<file path="src/rtl/lexer_pkg.sv">
// Shared state encoding, terminator bytes and token width for the lexer sequencer.
package lexer_pkg;

    typedef enum logic [2:0] {
        ST_IDLE,
        ST_CLEAR,
        ST_FEED,
        ST_TAIL,
        ST_DRAIN,
        ST_DONE
    } state_t;

    localparam logic [7:0] EOF_NUL = 8'h00;
    localparam logic [7:0] EOF_FF  = 8'hFF;
    localparam int         TOK_W   = 16;

    function automatic logic is_eof(input logic [7:0] b);
        return (b == EOF_NUL) || (b == EOF_FF);
    endfunction

endpackage

</file>
<file path="src/rtl/lexer_tok_writer.sv">
// Token capture stage: registers each lexer token into a token RAM write,
// counts tokens and flags overflow once the RAM is full.
module lexer_tok_writer
    import lexer_pkg::*;
#(
    parameter int TOK_AW = 10
) (
    input  logic              clk,
    input  logic              rst_n,
    input  logic              clr,
    input  logic              cap_en,
    input  logic              tok_vld,
    input  logic [TOK_W-1:0]  tok_data,
    output logic              tok_we,
    output logic [TOK_AW-1:0] tok_addr,
    output logic [TOK_W-1:0]  tok_wdata,
    output logic [TOK_AW:0]   tok_cnt,
    output logic              overflow
);

    localparam logic [TOK_AW:0] CAPACITY = {1'b1, {TOK_AW{1'b0}}};

    logic              we_q, we_d;
    logic [TOK_AW-1:0] addr_q, addr_d;
    logic [TOK_W-1:0]  wdata_q, wdata_d;
    logic [TOK_AW:0]   cnt_q, cnt_d;
    logic              ovf_q, ovf_d;

    always_comb begin
        we_d    = 1'b0;
        addr_d  = addr_q;
        wdata_d = wdata_q;
        cnt_d   = cnt_q;
        ovf_d   = ovf_q;
        if (clr) begin
            cnt_d = '0;
            ovf_d = 1'b0;
        end else if (cap_en && tok_vld) begin
            // The count advances with the write so back-to-back tokens get consecutive slots.
            if (cnt_q == CAPACITY) begin
                ovf_d = 1'b1;
            end else begin
                we_d    = 1'b1;
                addr_d  = cnt_q[TOK_AW-1:0];
                wdata_d = tok_data;
                cnt_d   = cnt_q + 1'b1;
            end
        end
    end

    always_ff @(posedge clk or negedge rst_n) begin
        if (!rst_n) begin
            we_q    <= 1'b0;
            addr_q  <= '0;
            wdata_q <= '0;
            cnt_q   <= '0;
            ovf_q   <= 1'b0;
        end else begin
            we_q    <= we_d;
            addr_q  <= addr_d;
            wdata_q <= wdata_d;
            cnt_q   <= cnt_d;
            ovf_q   <= ovf_d;
        end
    end

    assign tok_we    = we_q;
    assign tok_addr  = addr_q;
    assign tok_wdata = wdata_q;
    assign tok_cnt   = cnt_q;
    assign overflow  = ovf_q;

endmodule

</file>
<file path="src/rtl/lexer_ctrl.sv">
// Lexer sequencer: clears the lexer, streams source bytes, appends EOF, drains, reports DONE.
// Define LEXER_CTRL_CYCLE_CNT_EN to add the CYCLE_CNT busy-cycle counter output.
module lexer_ctrl
    import lexer_pkg::*;
#(
    parameter int SRC_AW       = 12,
    parameter int TOK_AW       = 10,
    parameter int CLEAR_CYCLES = 2,
    parameter int DRAIN_CYCLES = 4
) (
    input  logic              CLK,
    input  logic              RST_N,
    input  logic              START,
    input  logic [SRC_AW:0]   SRC_LEN,
    output logic              BUSY,
    output logic              DONE,
    output logic              OVERFLOW,
    output logic [TOK_AW:0]   TOK_CNT,
    output logic [SRC_AW-1:0] SRC_ADDR,
    input  logic [7:0]        SRC_DATA,
    output logic              LEX_RST,
    output logic              LEX_I_VALID,
    output logic [7:0]        LEX_I_DATA,
    input  logic              LEX_O_VALID,
    input  logic [TOK_W-1:0]  LEX_O_DATA,
    input  logic              LEX_FOUND_EOF,
    output logic              TOK_WE,
    output logic [TOK_AW-1:0] TOK_ADDR,
    output logic [TOK_W-1:0]  TOK_WDATA
`ifdef LEXER_CTRL_CYCLE_CNT_EN
    ,
    output logic [31:0]       CYCLE_CNT
`endif
);

    localparam int CNT_MAX = (CLEAR_CYCLES > DRAIN_CYCLES) ? CLEAR_CYCLES : DRAIN_CYCLES;
    localparam int CNT_W   = $clog2(CNT_MAX + 1);
    localparam logic [CNT_W-1:0] CLR_LAST = CNT_W'(CLEAR_CYCLES - 1);
    localparam logic [CNT_W-1:0] DRN_LAST = CNT_W'(DRAIN_CYCLES - 1);

    state_t            state_q, state_d;
    logic [CNT_W-1:0]  cnt_q, cnt_d;
    logic [SRC_AW:0]   addr_q, addr_d;
    logic [SRC_AW:0]   len_q, len_d;
    logic              rd_vld_q, rd_vld_d;
    logic              start_ok;
    logic              cap_en;

    assign start_ok = (state_q == ST_IDLE) && START;
    assign cap_en   = (state_q == ST_FEED) || (state_q == ST_TAIL) || (state_q == ST_DRAIN);

    always_comb begin
        state_d     = state_q;
        cnt_d       = cnt_q;
        addr_d      = addr_q;
        len_d       = len_q;
        rd_vld_d    = 1'b0;
        LEX_RST     = 1'b0;
        LEX_I_VALID = 1'b0;
        LEX_I_DATA  = '0;
        unique case (state_q)
            ST_IDLE: begin
                LEX_RST = 1'b1;
                if (START) begin
                    state_d = ST_CLEAR;
                    len_d   = SRC_LEN;
                    cnt_d   = '0;
                    addr_d  = '0;
                end
            end
            ST_CLEAR: begin
                LEX_RST = 1'b1;
                cnt_d   = cnt_q + 1'b1;
                if (cnt_q == CLR_LAST) begin
                    cnt_d   = '0;
                    state_d = (len_q == '0) ? ST_TAIL : ST_FEED;
                end
            end
            ST_FEED: begin
                LEX_I_VALID = rd_vld_q;
                LEX_I_DATA  = rd_vld_q ? SRC_DATA : 8'h00;
                // A terminator is fed itself but cancels the read still in flight.
                if (rd_vld_q && is_eof(SRC_DATA)) begin
                    state_d = ST_DRAIN;
                    cnt_d   = '0;
                end else if (addr_q == len_q) begin
                    state_d = ST_TAIL;
                end else begin
                    rd_vld_d = 1'b1;
                    addr_d   = addr_q + 1'b1;
                end
            end
            ST_TAIL: begin
                LEX_I_VALID = 1'b1;
                LEX_I_DATA  = EOF_NUL;
                state_d     = ST_DRAIN;
                cnt_d       = '0;
            end
            ST_DRAIN: begin
                cnt_d = cnt_q + 1'b1;
                if (LEX_FOUND_EOF || (cnt_q == DRN_LAST)) begin
                    state_d = ST_DONE;
                end
            end
            ST_DONE: begin
                state_d = ST_IDLE;
            end
            default: begin
                state_d = ST_IDLE;
            end
        endcase
    end

    always_ff @(posedge CLK or negedge RST_N) begin
        if (!RST_N) begin
            state_q  <= ST_IDLE;
            cnt_q    <= '0;
            addr_q   <= '0;
            len_q    <= '0;
            rd_vld_q <= 1'b0;
        end else begin
            state_q  <= state_d;
            cnt_q    <= cnt_d;
            addr_q   <= addr_d;
            len_q    <= len_d;
            rd_vld_q <= rd_vld_d;
        end
    end

    assign BUSY     = (state_q != ST_IDLE);
    assign DONE     = (state_q == ST_DONE);
    assign SRC_ADDR = addr_q[SRC_AW-1:0];

    lexer_tok_writer #(
        .TOK_AW(TOK_AW)
    ) u_tok_writer (
        .clk      (CLK),
        .rst_n    (RST_N),
        .clr      (start_ok || (state_q == ST_CLEAR)),
        .cap_en   (cap_en),
        .tok_vld  (LEX_O_VALID),
        .tok_data (LEX_O_DATA),
        .tok_we   (TOK_WE),
        .tok_addr (TOK_ADDR),
        .tok_wdata(TOK_WDATA),
        .tok_cnt  (TOK_CNT),
        .overflow (OVERFLOW)
    );

`ifdef LEXER_CTRL_CYCLE_CNT_EN
    logic [31:0] cyc_q, cyc_d;

    always_comb begin
        cyc_d = cyc_q;
        if (start_ok) begin
            cyc_d = '0;
        end else if (BUSY && (cyc_q != 32'hFFFF_FFFF)) begin
            cyc_d = cyc_q + 32'd1;
        end
    end

    always_ff @(posedge CLK or negedge RST_N) begin
        if (!RST_N) begin
            cyc_q <= '0;
        end else begin
            cyc_q <= cyc_d;
        end
    end

    assign CYCLE_CNT = cyc_q;
`endif

endmodule
</file>
<file path="config.mk">
export PLATFORM = sky130hd
export DESIGN_NAME = lexer_ctrl
export DESIGN_NICKNAME = d
export VERILOG_FILES = /design/src/rtl/lexer_pkg.sv /design/src/rtl/lexer_tok_writer.sv /design/src/rtl/lexer_ctrl.sv
export SDC_FILE = /design/constraint.sdc
export NUM_CORES = 1
export LEC_CHECK = 0
export BUFFER_PORTS_ARGS = -buffer_cell sky130_fd_sc_hd__buf_2
export CAP_MARGIN = 20
export CORE_MARGIN = 5
export CORE_UTILIZATION = 40
export CTS_BUF_LIST = sky130_fd_sc_hd__clkbuf_16
export CTS_CLUSTER_DIAMETER = 60
export CTS_CLUSTER_SIZE = 8
export DETAILED_ROUTE_END_ITERATION = 16
export SYNTH_ARGS = -nofsm -noshare
export SYNTH_HDL_FRONTEND = slang
export SYNTH_HIERARCHICAL = 1
export SYNTH_SLANG_ARGS = --single-unit
</file>
<file path="constraint.sdc">
create_clock -name CLK -period 2.7 [get_ports CLK]
set_input_delay 0 -clock CLK [delete_from_list [all_inputs] [get_ports CLK]]
set_output_delay 0 -clock CLK [all_outputs]
set_load 0.02 [all_outputs]
</file>
==> results of run 1 <==
## timing repair
action,4_1_cts,5_1_grt
setup endpoints to repair,0,0
hold buffers,30,0
endpoints found under the hold margin,63,0
resized for setup,0,0
## metal layers
| metal | GRT usage [%] | vias up | wire length (um) |
|---|---|---|---|
| met3 | 4.44 | 7 | 617 |
| met2 | 27.2 | 84 | 4550 |
| met5 | 0 | - | 0 |
| met4 | 5.43 | 0 | 94 |
| li1 | - | 1562 | - |
| met1 | 21.3 | 1544 | 4280 |
## cells in the final DEF (no fill, tap or decap), types with 5 or more instances in the layout
cell type        n
nand3_1         10
xor2_1          13
buf_2          104
nor2b_1          5
nand2b_1         9
mux2_1          18
nor3_1           6
mux2i_1         10
and3_1          11
nand4_1         13
dfrtp_1         72
clkbuf_16        9
dlygate4sd3_1   30
ha_1             6
a21oi_1          9
nand2_1         24
nor2_1          17
inv_1           16
mux2_2          19
nor4_1           7
o21ai_0         10
## metrics by stage
stage	worst slack (ns)	instance area, um^2
finish	0.428	5100
global route	0.272	5100
CTS	0.416	5100
detailed placement	0.438	4490
global placement	0.545	4490
floorplan	0.503	3940
## sequential cells by signal (all words and copies together) (netlist names)
name	flops
u_tok_writer/tok_cnt	11
rd_vld_q	1
u_tok_writer/tok_addr	10
u_tok_writer/tok_we	1
cnt_q	3
u_tok_writer/overflow	1
state_q	3
u_tok_writer/tok_wdata	16
len_q	13
addr_q	13
## final cells by class
class                   count  share of cell area (%)
well taps                 133                    3.26
clock buffers               9                    4.41
flip-flops and latches     72                    35.3
multi-input cells         248                    36.8
clock inverters             7                    1.69
repair buffers            139                    17.3
inverters                  16                    1.18
## power breakdown
part | switching [uW] | leakage (uW) | internal [uW]
Clock | 445 | 0.000154 | 800
Combinational | 851 | 0.00143 | 668
Sequential | 308 | 0.000939 | 1390
Total | 1600 | 0.00253 | 2860
## kinds of logic after synthesis
group	after synthesis	share of synthesized area, %
xor gates and xnor gates	13	2.89
muxes	47	13.1
DFF	72	45.8
buffers and inverters	46	6.48
AOI/OAI and AO/OA	46	8.30
and+or+nand+nor	136	21.5
adders and majority gates	6	1.91
## worst max-delay path by stage
stage / startpoint / end / slack [ns] / cells after the start
global placement: state_q[1] / u_tok_writer/tok_wdata[15] / 0.54 / 7
global route: state_q[1] / u_tok_writer/tok_addr[9] / 0.27 / 7
floorplan: state_q[2] / u_tok_writer/tok_addr[0] / 0.50 / 8
CTS: state_q[1] / u_tok_writer/tok_wdata[11] / 0.42 / 7
finish: state_q[1] / u_tok_writer/tok_wdata[15] / 0.43 / 7
detailed placement: state_q[1] / u_tok_writer/tok_wdata[2] / 0.44 / 7
## worst min-delay path, stage by stage
cell,delay [ns]
buf_2,0.15
a21oi_1,0.08
nand4_1,0.09
nand2b_1,0.06
==> run metrics, run 1 <==
Total Wirelength 9540 um; Non-Filler Instances 624; WL per Instance 15.3 um; GRT Util Overall 16.6%; final core utilization 52.7%; final setup fails 0; Longest Clk Path Bufs 2; Reg area 1800 um^2; Final TNS setup 0 ns; Crit path required time 2.91 ns; #FFs+latches synth 72; DIE HEIGHT 109 um; Hold Vio Cnt, Final 0; ranking of synthesized cells by area dfrtp_1 (46%), mux2_2 (5.4%), mux2_1 (5.1%), xor2_1 (2.9%), mux2i_1 (2.5%); Post-Syn Nets 414; Post-Syn Area 3940 um^2; placed cell count 578; FMAX 440 MHz; initial antenna violation count 0; Worst Skew 0.00606 ns; Synth top area share 45.8%; worst flop-to-flop path startpoint state_q[1]; Buf/Inv on CP 1; diode count 0; reg2reg end u_tok_writer/tok_wdata[15]; CORE AREA 9680 um^2; Final period util 84.1%; GRT Residual Overflow 0; top cell types by occurrence after synthesis dfrtp_1 (72), nand2_1 (24), mux2_2 (19), mux2_1 (18), nor2_1 (17); CTS tree done; CTS buffer count 9; Via density 5.12; Mapped Cells 366; Crit path top cell by count nand2_1; R2R cell count 7; Hold EP addr_q[7]; Netlist cell types 57; Filler cells 896; setup slack, reg-to-reg 0.43 ns; largest net degree at the start of global routing 39; sequential area share after synthesis 45.8%; ys flop type dfrtp_1; Iter 0 DRT Violations 129; slowest stage cell, crit path dfrtp_1; first drt pass iteration count 4; Root Buffer clkbuf_16; Via Count 3197; first-pass GRT wire length 15500 um; vias in the first global route 3145; Worst Hold Class input pin to register; area grow syn2layout 29.6%; final slew viol count 0; CP arrival 2.48 ns; Slew @ Worst Pin 0.817 ns; Boundary Pins 105; clock tree sinks 72; Worst setup SP type register; crit-path max cell delay 0.54 ns; # Max-Cap Violations 0; clock latency on the worst-skew pair 0.33 ns; hpwl dp 6730 um; setup bufs post-CTS 0; fin crit period 2.27 ns; critical path capture point type register; hold_ws 0.0888 ns; Mean Syn Cell Area 10.8 um^2; worst path cell trace nor2_1, nand2_1, nand2_1, nand3b_1, a31oi_4, buf_4, mux2_2; Max FO, Critical Path 27; initial core utilization 40.6%; Pwr Total 4460 uW; PD cells 875 nW/um^2; number of synthesized flops with an enable pin 0; Rows 36; Routed Antenna Nets 0; Port Buffers 104; status completed; Pleak 0.00253 uW; count leader, synth dfrtp_1; CP top delay family simple AND/OR/NAND/NOR gates; synthesis warning total 6; die area 11900 um^2; share of cells above drive strength 1 32.6%; die width 109 um; clock slew at the register clock pins of the worst setup and hold paths 0.06 ns; RD Place Congestion 0.778; RSZ-0062 raised after global routing no; largest area contributor in the netlist dfrtp_1; Nets 534; H-Tree Depth 3; VDD IR-drop max 0.000479 V; Multi-input gate area 1880 um^2; DR DRC count 0; hold path cells 4; slew margin rel. 45.5%; critical path type register to register; Async S/R FF share, synth 100%; Hold Path Origin START
(Power assumes the default switching activity.)
==> inputs of run 2 (changes only) <==
- clock period: 2.7 -> 2.2 ns (I/O delays scaled with it)
==> run 2 against run 1 <==
  * Clock power rose by 33%
  * Setup slack got worse by 0.23 ns
  * Largest cell class unchanged
  * First-iteration DRC count increased by 14%
  * Critical path depth stayed put
  * Highest routed layer unchanged
  * Largest power group unchanged
  * Via count increased by 1.6%
  * Critical endpoint is now u_tok_writer/tok_wdata[13]
  * Flip-flop and latch count unchanged
  * Clock skew grew 0.0016 ns
  * Critical path type unchanged
==> run metrics, run 2 (same netlist as run 1, synthesis figures left out) <==
largest net degree at the start of global routing 47; Worst Hold Class input pin to register; Crit path required time 2.41 ns; placed cell count 582; Worst Skew 0.00764 ns; FMAX 500 MHz; WL per Instance 15.7 um; critical path type register to register; R2R cell count 7; Worst setup SP type register; Final period util 90.9%; share of cells above drive strength 1 33.1%; GRT Residual Overflow 0; Slew @ Worst Pin 0.650 ns; diode count 0; DIE HEIGHT 109 um; die area 11900 um^2; Hold EP addr_q[7]; Port Buffers 104; RSZ-0062 raised after global routing no; status completed; critical path capture point type register; Final TNS setup 0 ns; initial core utilization 40.6%; PD cells 1100 nW/um^2; Rows 36; Total Wirelength 9870 um; hold path cells 4; hpwl dp 6740 um; clock tree sinks 72; Longest Clk Path Bufs 2; Iter 0 DRT Violations 147; Nets 538; Hold Path Origin START; Hold Buf Count CTS 30; Root Buffer clkbuf_16; slew margin rel. 56.7%; most frequent cells in the layout buf_2 (104), dfrtp_1 (72), dlygate4sd3_1 (30); first-pass GRT wire length 16000 um; final setup fails 0; Routed Antenna Nets 0; initial antenna violation count 0; Pleak 0.00256 uW; Max FO, Critical Path 27; flip-flop count of the largest register after layout 16; H-Tree Depth 3; # Max-Cap Violations 0; CORE AREA 9680 um^2; first drt pass iteration count 4; Hold Vio Cnt, Final 0; worst flop-to-flop path startpoint state_q[0]; crit path launch state_q[0]; setup slack, reg-to-reg 0.20 ns; CTS tree done; Filler cells 844; Non-Filler Instances 628; reg2reg end u_tok_writer/tok_wdata[13]; final slew viol count 0; Post-CTS Resized 0; VDD IR-drop max 0.000554 V; most common cell after layout, fill and taps aside buf_2; RD Place Congestion 0.786; Via density 5.17; die width 109 um; DR DRC count 0; Via Count 3248; clock slew at the register clock pins of the worst setup and hold paths 0.06 ns; GRT Util Overall 17.2%; clock latency on the worst-skew pair 0.33 ns; area grow syn2layout 31.0%; setup bufs post-CTS 0; CP arrival 2.21 ns; vias in the first global route 3332; fin crit period 2.00 ns; CTS buffer count 9; Boundary Pins 105
-- run 2: final cells by class --
cell class	instances	area (um^2)	area share, %
well taps	133	166	3.23
clock buffers	9	225	4.37
clock inverters	7	111	2.16
repair buffers	143	913	17.7
multi-input cells	248	1880	36.4
inverters	16	60.1	1.16
flip-flops and latches	72	1800	34.9
-- run 2: worst max-delay path by stage --
stage,end,slack [ns],cells past startpoint
3_3_place_gp,u_tok_writer/tok_addr[9],0.27,7
6_report,u_tok_writer/tok_wdata[13],0.20,7
4_1_cts,u_tok_writer/tok_addr[1],0.19,7
3_5_place_dp,u_tok_writer/tok_wdata[2],0.23,7
5_1_grt,u_tok_writer/tok_addr[9],0.02,7
2_1_floorplan,u_tok_writer/tok_addr[0],0.003,8
-- run 2: per-layer routing --
metal	global-route usage (%)	part of all wire (%)	wire length, um
met5	0	0	0
met1	20.8	42	4150
met4	7.03	1.8	181
met2	29.2	50	4890
met3	4.62	6.6	652
-- run 2: where the power goes --
group	switching [uW]	internal, uW	total (uW)
Sequential	321	1710	2030
Clock	556	1100	1650
Combinational	1130	840	1970
-- run 2: stage by stage --
step                total power (uW)  setup WS (ns)  cell area (um^2)  hold slack, ns  util (%)
global placement                3920          0.273              4520          0.0627      46.7
detailed placement              3970          0.228              4520          0.0692      46.7
finish                          5650          0.200              5160          0.0952      53.3
global route                    6010         0.0246              5160           0.121      53.3
floorplan                       3360        0.00295              3940          -0.296         -
CTS                             5710          0.194              5160          0.0745      53.3
-- run 2: worst max-delay path, stage by stage (launching register included) --
cell,delay [ns]
dfrtp_1,0.45
nor2_1,0.17
nand2_1,0.08
nand2_1,0.18
nand3b_1,0.21
a31oi_4,0.22
buf_12,0.21
mux2_1,0.34
==> inputs of run 3 (changes only) <==
- BUFFER_PORTS_ARGS: -buffer_cell sky130_fd_sc_hd__buf_2 -> -buffer_cell sky130_fd_sc_hd__buf_4
==> run 3 against run 2 <==
  * Clock skew is 0.0015 ns lower
  * Critical endpoint unchanged
  * Sequential power hardly changed
  * Global-route usage fell by 0.28 points
  * Critical path type unchanged
==> run metrics, run 3 (same netlist as run 1, synthesis figures left out) <==
status completed; Slew @ Worst Pin 0.917 ns; Pint 3570 uW; initial antenna violation count 0; Crit path required time 2.40 ns; final slew viol count 0; Root Buffer clkbuf_16; Nets 537; die area 11900 um^2; Rows 36; Port Buffers 104; clock slew at the register clock pins of the worst setup and hold paths 0.06 ns; PD cells 1040 nW/um^2; largest net degree at the start of global routing 73; FMAX 515 MHz; most frequent cells in the layout buf_4 (111), dfrtp_1 (72), dlygate4sd3_1 (30); sequential power share 36.5%; # Max-Cap Violations 0; Max FO, Critical Path 27; GRT Util Overall 17.0%; setup slack, reg-to-reg 0.26 ns; H-Tree Depth 3; Total Wirelength 9650 um; placed cell count 581; Via Count 3210; DR DRC count 0; slew margin rel. 38.9%; Boundary Pins 105; Psw 2000 uW; RSZ-0062 raised after global routing no; diode count 0; share of cells above drive strength 1 33.1%; Pleak 0.00256 uW; VDD IR-drop max 0.000535 V; Worst setup SP type register; first drt pass iteration count 4; Non-Filler Instances 626; most common cell after layout, fill and taps aside buf_4; clock share of power 25.4%; clock tree sinks 72; CORE AREA 9680 um^2; fin crit period 1.94 ns; WL per Instance 15.4 um; RD Place Congestion 0.762; final setup fails 0; area grow syn2layout 35.8%; first-pass GRT wire length 16000 um; CP arrival 2.14 ns; DIE HEIGHT 109 um; Via density 5.13; setup bufs post-CTS 0; critical path type register to register; Final TNS setup 0 ns; Final period util 88.3%; flip-flop count of the largest register after layout 16; CTS buffer count 9; Routed Antenna Nets 0; Worst Hold Class input pin to register; critical path capture point type register; Hold Vio Cnt, Final 0; initial core utilization 40.6%; hpwl dp 6630 um; clock latency on the worst-skew pair 0.32 ns; Post-CTS Resized 0; Worst Skew 0.00610 ns; combinational share of power 38.1%; vias in the first global route 3252; die width 109 um; Sw Share 35.9%; Iter 0 DRT Violations 139; Longest Clk Path Bufs 2; GRT Residual Overflow 0; CTS tree done
## run 3: cell count changes in the layout (fill, tap and decap cells not counted)
cell        change
buf_12          -1
buf_2         -104
buf_4         +104
bufinv_16       -2
clkinv_2        +1
clkinv_4        -1
clkinvlp_4      +1
inv_1           -1
inv_6           +1
## run 3: final timing paths
check / start / to / depth (start not counted)
worst max-delay path: state_q[0] / u_tok_writer/tok_wdata[13] / 7
worst min-delay path: START / addr_q[7] / 4
worst max register to register: state_q[0] / u_tok_writer/tok_wdata[13] / 7
worst min register to register: u_tok_writer/tok_addr[3] / u_tok_writer/tok_addr[3] / 1
max in group asynchronous: RST_N / u_tok_writer/tok_wdata[15] / 2
min in group asynchronous: RST_N / cnt_q[2] / 2
## run 3: timing repair
item	in CTS	in global routing
endpoints found under the setup margin	0	0
hold buffers	30	0
hold endpoints to repair	101	0
## run 3: layout make-up
cell class	count	area [um^2]
fill	869	4340
multi-input combinational	248	1880
sequential	72	1800
timing repair buffer	142	1150
clock buffer	9	225
tap	133	166
clock inverter	6	60.1
inverter	16	60.1
## run 3: critical path, stage by stage (launching register included)
cell      delay [ns]
dfrtp_1         0.41
nor2_1          0.16
nand2_1         0.08
nand2_1         0.17
nand3b_1        0.21
a31oi_4         0.22
buf_12          0.20
mux2_1          0.35
## run 3: power by group through the flow
stage                     combinational, uW  clock (uW)  sequential, uW
after floorplan                        1160           0            2200
after global placement                 2060           0            2030
after detailed placement               2090           0            2050
after CTS                              2140        1460            2030
after global routing                   2320        1520            2100
final                                  2120        1410            2030
## run 3: per-stage QoR
step | instance area (um^2) | hold WS (ns) | worst slack (ns) | utilization [%] | power, uW
after floorplan | 3940 | -0.296 | 0.00295 | - | 3360
after global placement | 4760 | 0.198 | 0.308 | 49.2 | 4090
after detailed placement | 4760 | 0.200 | 0.266 | 49.2 | 4140
after CTS | 5350 | 0.0379 | 0.253 | 55.2 | 5630
after global routing | 5350 | 0.0665 | 0.117 | 55.2 | 5940
final | 5350 | 0.0491 | 0.258 | 55.2 | 5560
## run 3: per-layer routing
metal	up-vias	track usage, %	wire [um]
met5	-	0	0
met3	5	4.85	659
li1	1557	-	-
met1	1558	22.5	4190
met2	90	27.5	4740
met4	0	4.01	68
